[src/rtl/mux_scan_sequencer_pkg.sv]
// rtl/mux_scan_sequencer_pkg.sv - shared types and constants for the mux scan sequencer
package mux_scan_sequencer_pkg;

    localparam int SEL_WIDTH = 3;
    localparam logic [SEL_WIDTH-1:0] SEL_LAST = 3'd6;
    localparam int CAP_WIDTH = 7;

    typedef enum logic [1:0] {
        IDLE = 2'd0,
        SCAN = 2'd1,
        DONE = 2'd2
    } state_t;

    // Divider count width: ceil(log2(div)) but never narrower than one bit
    function automatic int count_width(input int div);
        return (div < 2) ? 1 : $clog2(div);
    endfunction

endpackage

[src/rtl/mux_scan_sequencer_rate_divider.sv]
// rtl/mux_scan_sequencer_rate_divider.sv - free-running divider producing a one-cycle tick
module rate_divider
    import mux_scan_sequencer_pkg::*;
#(
    parameter int TICK_DIV = 50000000
) (
    input  logic clock,
    input  logic resetn,
    input  logic clear,
    output logic tick
);

    localparam int CW = count_width(TICK_DIV);
    localparam logic [CW-1:0] CNT_LAST = CW'(TICK_DIV - 1);

    logic [CW-1:0] r_count;
    logic          w_at_last;

    assign w_at_last = (r_count == CNT_LAST);
    // clear holds the count at zero so the first tick lands TICK_DIV cycles after release
    assign tick      = w_at_last && !clear;

    // Count 0..TICK_DIV-1 and wrap; clear and reset both park the count at zero
    always_ff @(posedge clock) begin
        if (!resetn) begin
            r_count <= '0;
        end else if (clear || w_at_last) begin
            r_count <= '0;
        end else begin
            r_count <= r_count + CW'(1);
        end
    end

endmodule

[src/rtl/mux_scan_sequencer.sv]
// rtl/mux_scan_sequencer.sv - steps a 7-to-1 mux select and captures each selected bit
module mux_scan_sequencer
    import mux_scan_sequencer_pkg::*;
#(
    parameter int TICK_DIV = 50000000
) (
    input  logic                 clock,
    input  logic                 resetn,
    input  logic                 start,
    input  logic                 mux_out,
    output logic [SEL_WIDTH-1:0] mux_select,
    output logic [CAP_WIDTH-1:0] captured,
    output logic                 busy,
    output logic                 done
);

    state_t                 r_state;
    state_t                 w_state_next;
    logic [SEL_WIDTH-1:0]   r_sel;
    logic [SEL_WIDTH-1:0]   w_sel_next;
    logic [CAP_WIDTH-1:0]   r_captured;
    logic [CAP_WIDTH-1:0]   w_cap_next;
    logic                   w_busy;
    logic                   w_done;
    logic                   w_div_clear;
    logic                   w_tick;

    // Divider only runs while scanning, so every scan starts from a zero count
    assign w_div_clear = (r_state != SCAN);

    rate_divider #(
        .TICK_DIV (TICK_DIV)
    ) u_rate_divider (
        .clock  (clock),
        .resetn (resetn),
        .clear  (w_div_clear),
        .tick   (w_tick)
    );

    // Next-state, select and capture logic; start is only looked at in IDLE
    always_comb begin
        w_state_next = r_state;
        w_sel_next   = r_sel;
        w_cap_next   = r_captured;
        w_busy       = 1'b0;
        w_done       = 1'b0;
        case (r_state)
            IDLE: begin
                if (start) begin
                    w_state_next = SCAN;
                    w_sel_next   = '0;
                    w_cap_next   = '0;
                end
            end
            SCAN: begin
                w_busy = 1'b1;
                if (w_tick) begin
                    w_cap_next[r_sel] = mux_out;
                    if (r_sel == SEL_LAST) begin
                        w_state_next = DONE;
                        w_sel_next   = '0;
                    end else begin
                        w_sel_next = r_sel + SEL_WIDTH'(1);
                    end
                end
            end
            DONE: begin
                w_done       = 1'b1;
                w_state_next = IDLE;
                w_sel_next   = '0;
            end
            default: begin
                w_state_next = IDLE;
                w_sel_next   = '0;
            end
        endcase
    end

    // State, select and captured word registers with synchronous reset
    always_ff @(posedge clock) begin
        if (!resetn) begin
            r_state    <= IDLE;
            r_sel      <= '0;
            r_captured <= '0;
        end else begin
            r_state    <= w_state_next;
            r_sel      <= w_sel_next;
            r_captured <= w_cap_next;
        end
    end

    assign mux_select = r_sel;
    assign captured   = r_captured;
    assign busy       = w_busy;
    assign done       = w_done;

endmodule

[config.mk]
export PLATFORM = sky130hd
export DESIGN_NAME = mux_scan_sequencer
export DESIGN_NICKNAME = d
export VERILOG_FILES = /design/src/rtl/mux_scan_sequencer_pkg.sv /design/src/rtl/mux_scan_sequencer_rate_divider.sv /design/src/rtl/mux_scan_sequencer.sv
export SDC_FILE = /design/constraint.sdc
export NUM_CORES = 1
export LEC_CHECK = 0
export ABC_AREA = 1
export BUFFER_PORTS_ARGS = -buffer_cell sky130_fd_sc_hd__clkbuf_2
export CORE_ASPECT_RATIO = 0.9
export CORE_UTILIZATION = 59
export CTS_BUF_LIST = sky130_fd_sc_hd__clkbuf_16
export DETAILED_ROUTE_END_ITERATION = 10
export PLACE_DENSITY_LB_ADDON = 0.12
export SYNTH_ARGS = -nofsm -noshare
export SYNTH_HDL_FRONTEND = slang
export SYNTH_SLANG_ARGS = --single-unit
export TNS_END_PERCENT = 1
[constraint.sdc]
create_clock -name clock -period 1.65 [get_ports clock]
set_input_delay 0.0825 -clock clock [delete_from_list [all_inputs] [get_ports clock]]
set_output_delay 0.0825 -clock clock [all_outputs]
set_load 0.02 [all_outputs]
### Word-level counts from Yosys, hierarchy flattened

Cells that the tools add are included.

| storage, ports and cells | value |
|---|---|
| logic and storage cells | 43 |
| bits in registers | 38 |
| output and inout bits | 12 |

| cells by class | value |
|---|---|
| eq/ne operators | 8 |
| bitwise gates (word level) | 1 |
| add/subtract/negate cells | 2 |
| reduce and logical (&&, ||, !) cells | 10 |
| multiplexer cells | 16 |
| order comparisons | 2 |

Operators with widths:

| kind | number |
|---|---|
| 26-bit by 1-bit adder with 26-bit output (second input constant) | 1 |
| 26-bit equality test (second input constant) | 1 |
| 7-bit 2-to-1 mux | 2 |
| 7-bit one-hot mux with 2 select lines | 1 |
| 3-bit 2-to-1 mux | 3 |
| 7-bit bitwise mux | 1 |
| 2-bit 2-to-1 mux | 3 |
| 3-bit one-hot mux with 2 select lines | 1 |
| 3-bit AND reduction | 2 |
| 3-bit by 4-bit less-than comparator with 1-bit output (second input constant) | 1 |
| 2-bit by 1-bit inequality test with 1-bit output (second input constant) | 2 |
| 2-bit inequality test (second input constant) | 2 |
| 2-bit one-hot mux with 2 select lines | 1 |
| 3-bit by 1-bit adder with 3-bit output (second input constant) | 1 |
| 1-bit demux with 3-bit select | 1 |
| 3-bit equality test (second input constant) | 1 |
| 3-bit by 1-bit greater-or-equal comparator with 1-bit output (second input constant) | 1 |
| 1-bit 2-to-1 mux | 3 |
| 2-bit by 1-bit equality test with 1-bit output (second input constant) | 1 |
| 2-bit equality test (second input constant) | 1 |
| 1-bit logical AND | 2 |
| 2-bit zero test | 1 |
| 2-bit AND reduction | 1 |
| 2-bit nonzero test | 1 |
| other kinds (4) | 4 |

### Longest topological paths before layout

| logic depth | value |
|---|---|
| depth after elaboration | 7 |
| depth in mapped cells | 11 |
| mapped depth without buffers | 11 |

### Cells and area by module

A second synthesis with hierarchy kept.

| second synthesis, totals | value |
|---|---|
| cells, all modules | 315 |
| area, all modules | 2,103.3 um^2 |

By module, submodules not included:

| module | instances | area each (um^2) | cells each | sequential area each (um^2) |
|---|---|---|---|---|
| rate_divider | 1 | 1,455.1 | 219 | 520.5 |
| mux_scan_sequencer | 1 | 648.1 | 96 | 240.2 |

### Least setup slack after synthesis

No wires, ideal clock.

| path | value |
|---|---|
| path kind | register to register |
| from | reg u_rate_divider.r_count[0] |
| to | reg r_captured[0] (netlist: captured[0]) |
| arrival | 1.378 ns |
| clock period less this slack | 1.492 ns |
| library setup time | 0.114 ns |
| path slack | 0.158 ns |
| path buffers | 1 |
| cell stages (with the launch flop) | 12 |
| cells stage by stage | dfxtp_1 > ha_1 > nand2_2 > nor2_8 > nand2_2 > nor2_4 > nand3_4 > nand2_4 > buf_8 > nand2_1 > nand2_1 > nor2_1 |

| between the ends | value |
|---|---|
| word-level cells in the longest chain between the ends | 4 |

RTL lines:

| element | RTL line | text |
|---|---|---|
| from (decl) | mux_scan_sequencer_rate_divider.sv:16 | `logic [CW-1:0] r_count;` |
| from (signal assigned) | mux_scan_sequencer_rate_divider.sv:30 | `r_count <= r_count + CW'(1);` |
| 26-bit equality test | mux_scan_sequencer_rate_divider.sv:19 | `assign w_at_last = (r_count == CNT_LAST);` |
| 1-bit logical AND | mux_scan_sequencer_rate_divider.sv:21 | `assign tick = w_at_last && !clear;` |
| 2-bit by 1-bit inequality test with 1-bit output (no line) | n/a |  |
| 3-bit AND reduction (no line) | n/a |  |
| to (signal assigned) | mux_scan_sequencer.sv:88 | `r_captured <= w_cap_next;` |
| to (decl) | mux_scan_sequencer.sv:21 | `logic [CAP_WIDTH-1:0] r_captured;` |

Every way passes these cells.
A chain may end at the register's enable or synchronous reset.

### Final worst setup path

| path | value |
|---|---|
| from | reg u_rate_divider.r_count[0] |
| to | reg u_rate_divider.r_count[18] |

| between the ends | value |
|---|---|
| word-level cells in the longest chain between the ends | 3 |
| elaborated cells on any way between the ends | 4 |

RTL lines:

| element |
|---|
| parallel branches: the longest is 3 deep, another holds 26-bit by 1-bit adder with 26-bit output |

Parallel ways; which one is timed is not known.

==> impl.org <==
** Finish
- Summing all flip-flop and latch instances after layout gives 762 um2.
- Fill cells in the final layout number 260.
- Combined area of the multi-input logic cells :: 1120 um2
- Leading cell types in the layout, fill and taps excluded :: sky130_fd_sc_hd__nand2_1 (55), sky130_fd_sc_hd__nor2_1 (50), sky130_fd_sc_hd__dfxtp_1 (37), sky130_fd_sc_hd__inv_1 (28), sky130_fd_sc_hd__a21oi_1 (20)
- After the last flow step, the layout net total stands at 307.
- Layout overhead on the synthesized area :: 15.3%
- Share of layout cells above drive strength 1 :: 19.8%
- 0 antenna diodes ended up in the layout.
- Leaving out fill and tap cells, the most frequent cell in the layout is sky130_fd_sc_hd__nand2_1.

** Yosys
- Main synth FF type :: sky130_fd_sc_hd__dfxtp_1
- The synthesized netlist devotes 8.53% of its cell area to compound gates.
- For this run, the register share of the synthesized area comes to 37.9%.
- Synth Warn # :: 0
- Share of synthesized cell area in full adder, half adder and majority cells :: 0.623%
- Fraction of registers with async set/reset :: 0%
- The mapped netlist covers 2010 um2.
- Number of flops mapped to enable cells by yosys :: 0
- The synthesized netlist devotes 3.49% of its cell area to XOR and XNOR gates.
- A synthesized cell averages 7.20 um2.
- By area, the combinational part of the netlist is dominated by simple AND/OR/NAND/NOR gates.
- In this run, synthesis produced a sequential element count of 38.
- Synthesized netlist net count :: 284
- Measured against the total synthesized area, the mux share comes to 0%.
- Gate count after technology mapping :: 279
- Fraction of the mapped netlist area in simple logic gates :: 42.1%
- Yosys mapped the design onto 33 distinct sky130hd cell types.

** Power and ir drop
- Power spread over the standard cell area amounts to 846 nW/um2.
- For this design the static power due to leakage is 0.941 nW.
- VDD sags by at most 0.814 mV.
- Tot Pwr :: 0.00196 W

** Min path
- Startpoint of the tightest hold check path :: resetn
- Worst Hold Path Cells :: 3
- The worst hold path belongs to the class in2reg.
- The worst hold path terminates at captured[5]$_SDFFE_PN0P_.

** Clocking
- Counting along the longest clock path gives a buffer depth of 2.
- In this run, post-CTS hold repair placed 0 buffers.
- Clock root buffer :: sky130_fd_sc_hd__clkbuf_16
- For the worst-skew pair, the clock arrives at the later sink with an insertion delay of 0.28 ns.
- TritonCTS built the clock tree.
- The number of setup buffers added after CTS is 0.
- Number of buffers added by the clock tree synthesis step :: 5
- The H-tree was split into 2 levels.
- The clock net in this run drives a total of 38 sinks.
- After clock tree synthesis, the clock-pin slew on the worst setup and hold paths is 0.06 ns.

** Drt
- Detailed route wirelength on metal3 :: 266 um
- The final route contains 1,774 vias.
- Top sig layer :: met4
- Violation count after the first detailed-route iteration :: 83
- The detailed router put a total of 2000 um of wire on met1.
- Once detail routing completed, the nets flagged for antenna violations numbered 0.
- Total detailed-routing wirelength :: 4060 um
- The first TritonRoute pass finished after 4 iterations.
- Using the TritonRoute via totals, the vias-per-cell ratio works out to 5.14.
- Wire length on met2 :: 1740 um
- In the final routed layout, each cell accounts on average for 11.8 um.
- Post-route DRC violation count :: 0

** Place
- The congestion estimate from routability-driven global placement came to 0.878.
- During placement, the flow inserted port buffers numbering 15.
- Setup Slack @ Placement :: 0.0405 ns
- Detailed placement finished with a half-perimeter wire length of 2950 um.

** STA
- Shortest clock period the worst path allows after layout :: 1.57 ns
- Setup slack closes at 0.0775 ns.
- Post-route clock period utilization :: 95.3%
- Headroom to the max-slew limit came out at 79.2%.
- Worst Tran Pin Value :: 0.309 ns
- Count of endpoints failing hold in the final timing report :: 0
- Setup repair after global routing missed its margin :: yes
- Timing would allow up to 0.636 GHz.
- The final max-slew violation count came to 0.
- Setup violations remaining at the end of the flow were counted as 0.
- The clock arrives with 0.00466 ns of skew.

** Global route
- Global routing used 25.2% of the available tracks across all layers.
- Total congestion overflow :: 0
- The number of antenna violations at the first check in global routing is 0.
- Largest net degree at the start of global routing :: 21
- Global-route wire length before repair :: 7020 um
- The number of global-route vias before repair is 1,601.

** Floorplanning
- During I/O placement, the number of pins put on the boundary was 16.
- The die covers 3640 um2.
- The initialized floorplan defines 19 standard-cell rows.
- Initial core utilization :: 64.0%
- The floorplan step defined a core boundary enclosing 3140 um2.
- The floorplan step set the die height to 57.4 um.
- Measured along the x axis, the die boundary spans 63.5 um.

** Worst setup path
- Register-to-Register Setup Slack :: 0.08 ns
- Nature of the critical path endpoint :: flip-flop
- Critical path class :: reg2reg
- RR Startpoint :: u_rate_divider.r_count[0]$_SDFF_PP0_
- Number of cells on the worst reg-to-reg path :: 9
- STA classifies the critical path startpoint as a flip-flop.
- Reg2reg end :: u_rate_divider.r_count[18]$_SDFF_PP0_
- Of all nets on the critical path, the largest fanout is 20.
- Data arrival at the endpoint of the critical path :: 1.73 ns
- STA puts the critical path data required time at 1.81 ns.

** Flow run
- Across the run, the number of max-cap violations was 0.

** Status
- Outcome :: complete, no violations
==> through the flow <==
step / area [um2] / hold WS, ns / instances / util, % / setup TNS (ns)
3_5_place_dp: 2160 / 0.426 / 337 / 68.8 / 0
2_1_floorplan: 2010 / 0.226 / 279 / - / 0
6_report: 2320 / 0.139 / 345 / 73.8 / 0
5_1_grt: 2320 / 0.161 / 345 / 73.8 / -0.509
3_3_place_gp: 2160 / 0.433 / 337 / 68.8 / 0
4_1_cts: 2300 / 0.131 / 345 / 73.2 / 0
==> worst max-delay path, stage by stage (launching register included) <==
cell	delay [ns]
sky130_fd_sc_hd__dfxtp_2	0.34
sky130_fd_sc_hd__ha_2	0.18
sky130_fd_sc_hd__nand2_2	0.09
sky130_fd_sc_hd__nor2_8	0.14
sky130_fd_sc_hd__nand2_2	0.08
sky130_fd_sc_hd__nor2_4	0.11
sky130_fd_sc_hd__nand2_1	0.09
sky130_fd_sc_hd__nand3_1	0.16
sky130_fd_sc_hd__buf_12	0.18
sky130_fd_sc_hd__nor3_1	0.07
==> routing by layer <==
layer	vias up	global-route usage [%]
met5	-	0
met4	0	11.4
met3	4	6.20
met2	52	37.7
met1	784	34.4
li1	934	-
==> cell usage after synthesis, drive strengths merged, types with 2 or more instances <==
| cell | count | area share (%) |
|---|---|---|
| o21ai | 11 | 2.7 |
| a21oi | 21 | 5.4 |
| buf | 4 | 1.4 |
| nor2 | 59 | 15 |
| nor3 | 16 | 5.0 |
| or2 | 3 | 0.93 |
| nand3 | 13 | 5.0 |
| xor2 | 3 | 1.3 |
| dfxtp | 38 | 38 |
| nor3b | 2 | 0.75 |
| nand4 | 6 | 1.9 |
| inv | 32 | 6.0 |
| nand2 | 62 | 13 |
| xnor2 | 5 | 2.2 |
==> registers in the layout (all words and copies together) (netlist names) <==
register                count
u_rate_divider.r_count     26
mux_select                  3
captured                    7
r_state                     2
==> how the worst max path moves through the flow <==
stage | slack, ns | startpoint | to | cells past startpoint
detailed placement | 0.04 | u_rate_divider.r_count[0]$_SDFF_PP0_ | u_rate_divider.r_count[16]$_SDFF_PP0_ | 10
floorplan | 0.16 | u_rate_divider.r_count[0]$_SDFF_PP0_ | captured[0]$_SDFFE_PN0P_ | 11
global route | -0.06 | u_rate_divider.r_count[0]$_SDFF_PP0_ | u_rate_divider.r_count[18]$_SDFF_PP0_ | 9
global placement | 0.09 | u_rate_divider.r_count[0]$_SDFF_PP0_ | u_rate_divider.r_count[20]$_SDFF_PP0_ | 10
finish | 0.08 | u_rate_divider.r_count[0]$_SDFF_PP0_ | u_rate_divider.r_count[18]$_SDFF_PP0_ | 9
CTS | 0.03 | u_rate_divider.r_count[0]$_SDFF_PP0_ | u_rate_divider.r_count[16]$_SDFF_PP0_ | 10
==> logic make-up (layout without fill, tap and decap cells) <==
kind of cell / Yosys count / after routing
adders and majority gates: 1 / 1
buffers and inverters: 36 / 60
xor gates and xnor gates: 8 / 8
AOI/OAI and AO/OA: 33 / 33
DFF: 38 / 38
and+or+nand+nor: 163 / 163
==> power by group <==
group | leakage (nW) | switching (W) | total [W] | internal [W]
logic | 0.561 | 0.0000921 | 0.000135 | 0.0000430
registers | 0.307 | 0.00000871 | 0.000937 | 0.000928
clock network | 0.0724 | 0.000342 | 0.000887 | 0.000545
==> timing repair <==
item / 4_1_cts / 5_1_grt
endpoints found under the setup margin: 0 / 36
endpoints found under the hold margin: 0 / 0
gates resized for setup: 0 / 6
==> area by class of cell <==
cell class | count | area share (%)
Timing Repair Buffer | 20 | 5.40
Sequential cell | 38 | 32.9
Multi-Input combinational cell | 205 | 48.3
Clock inverter | 3 | 0.540
Inverter | 32 | 5.19
Tap cell | 42 | 2.27
Clock buffer | 5 | 5.40
No activity file was read; power rests on OpenSTA's default activity.
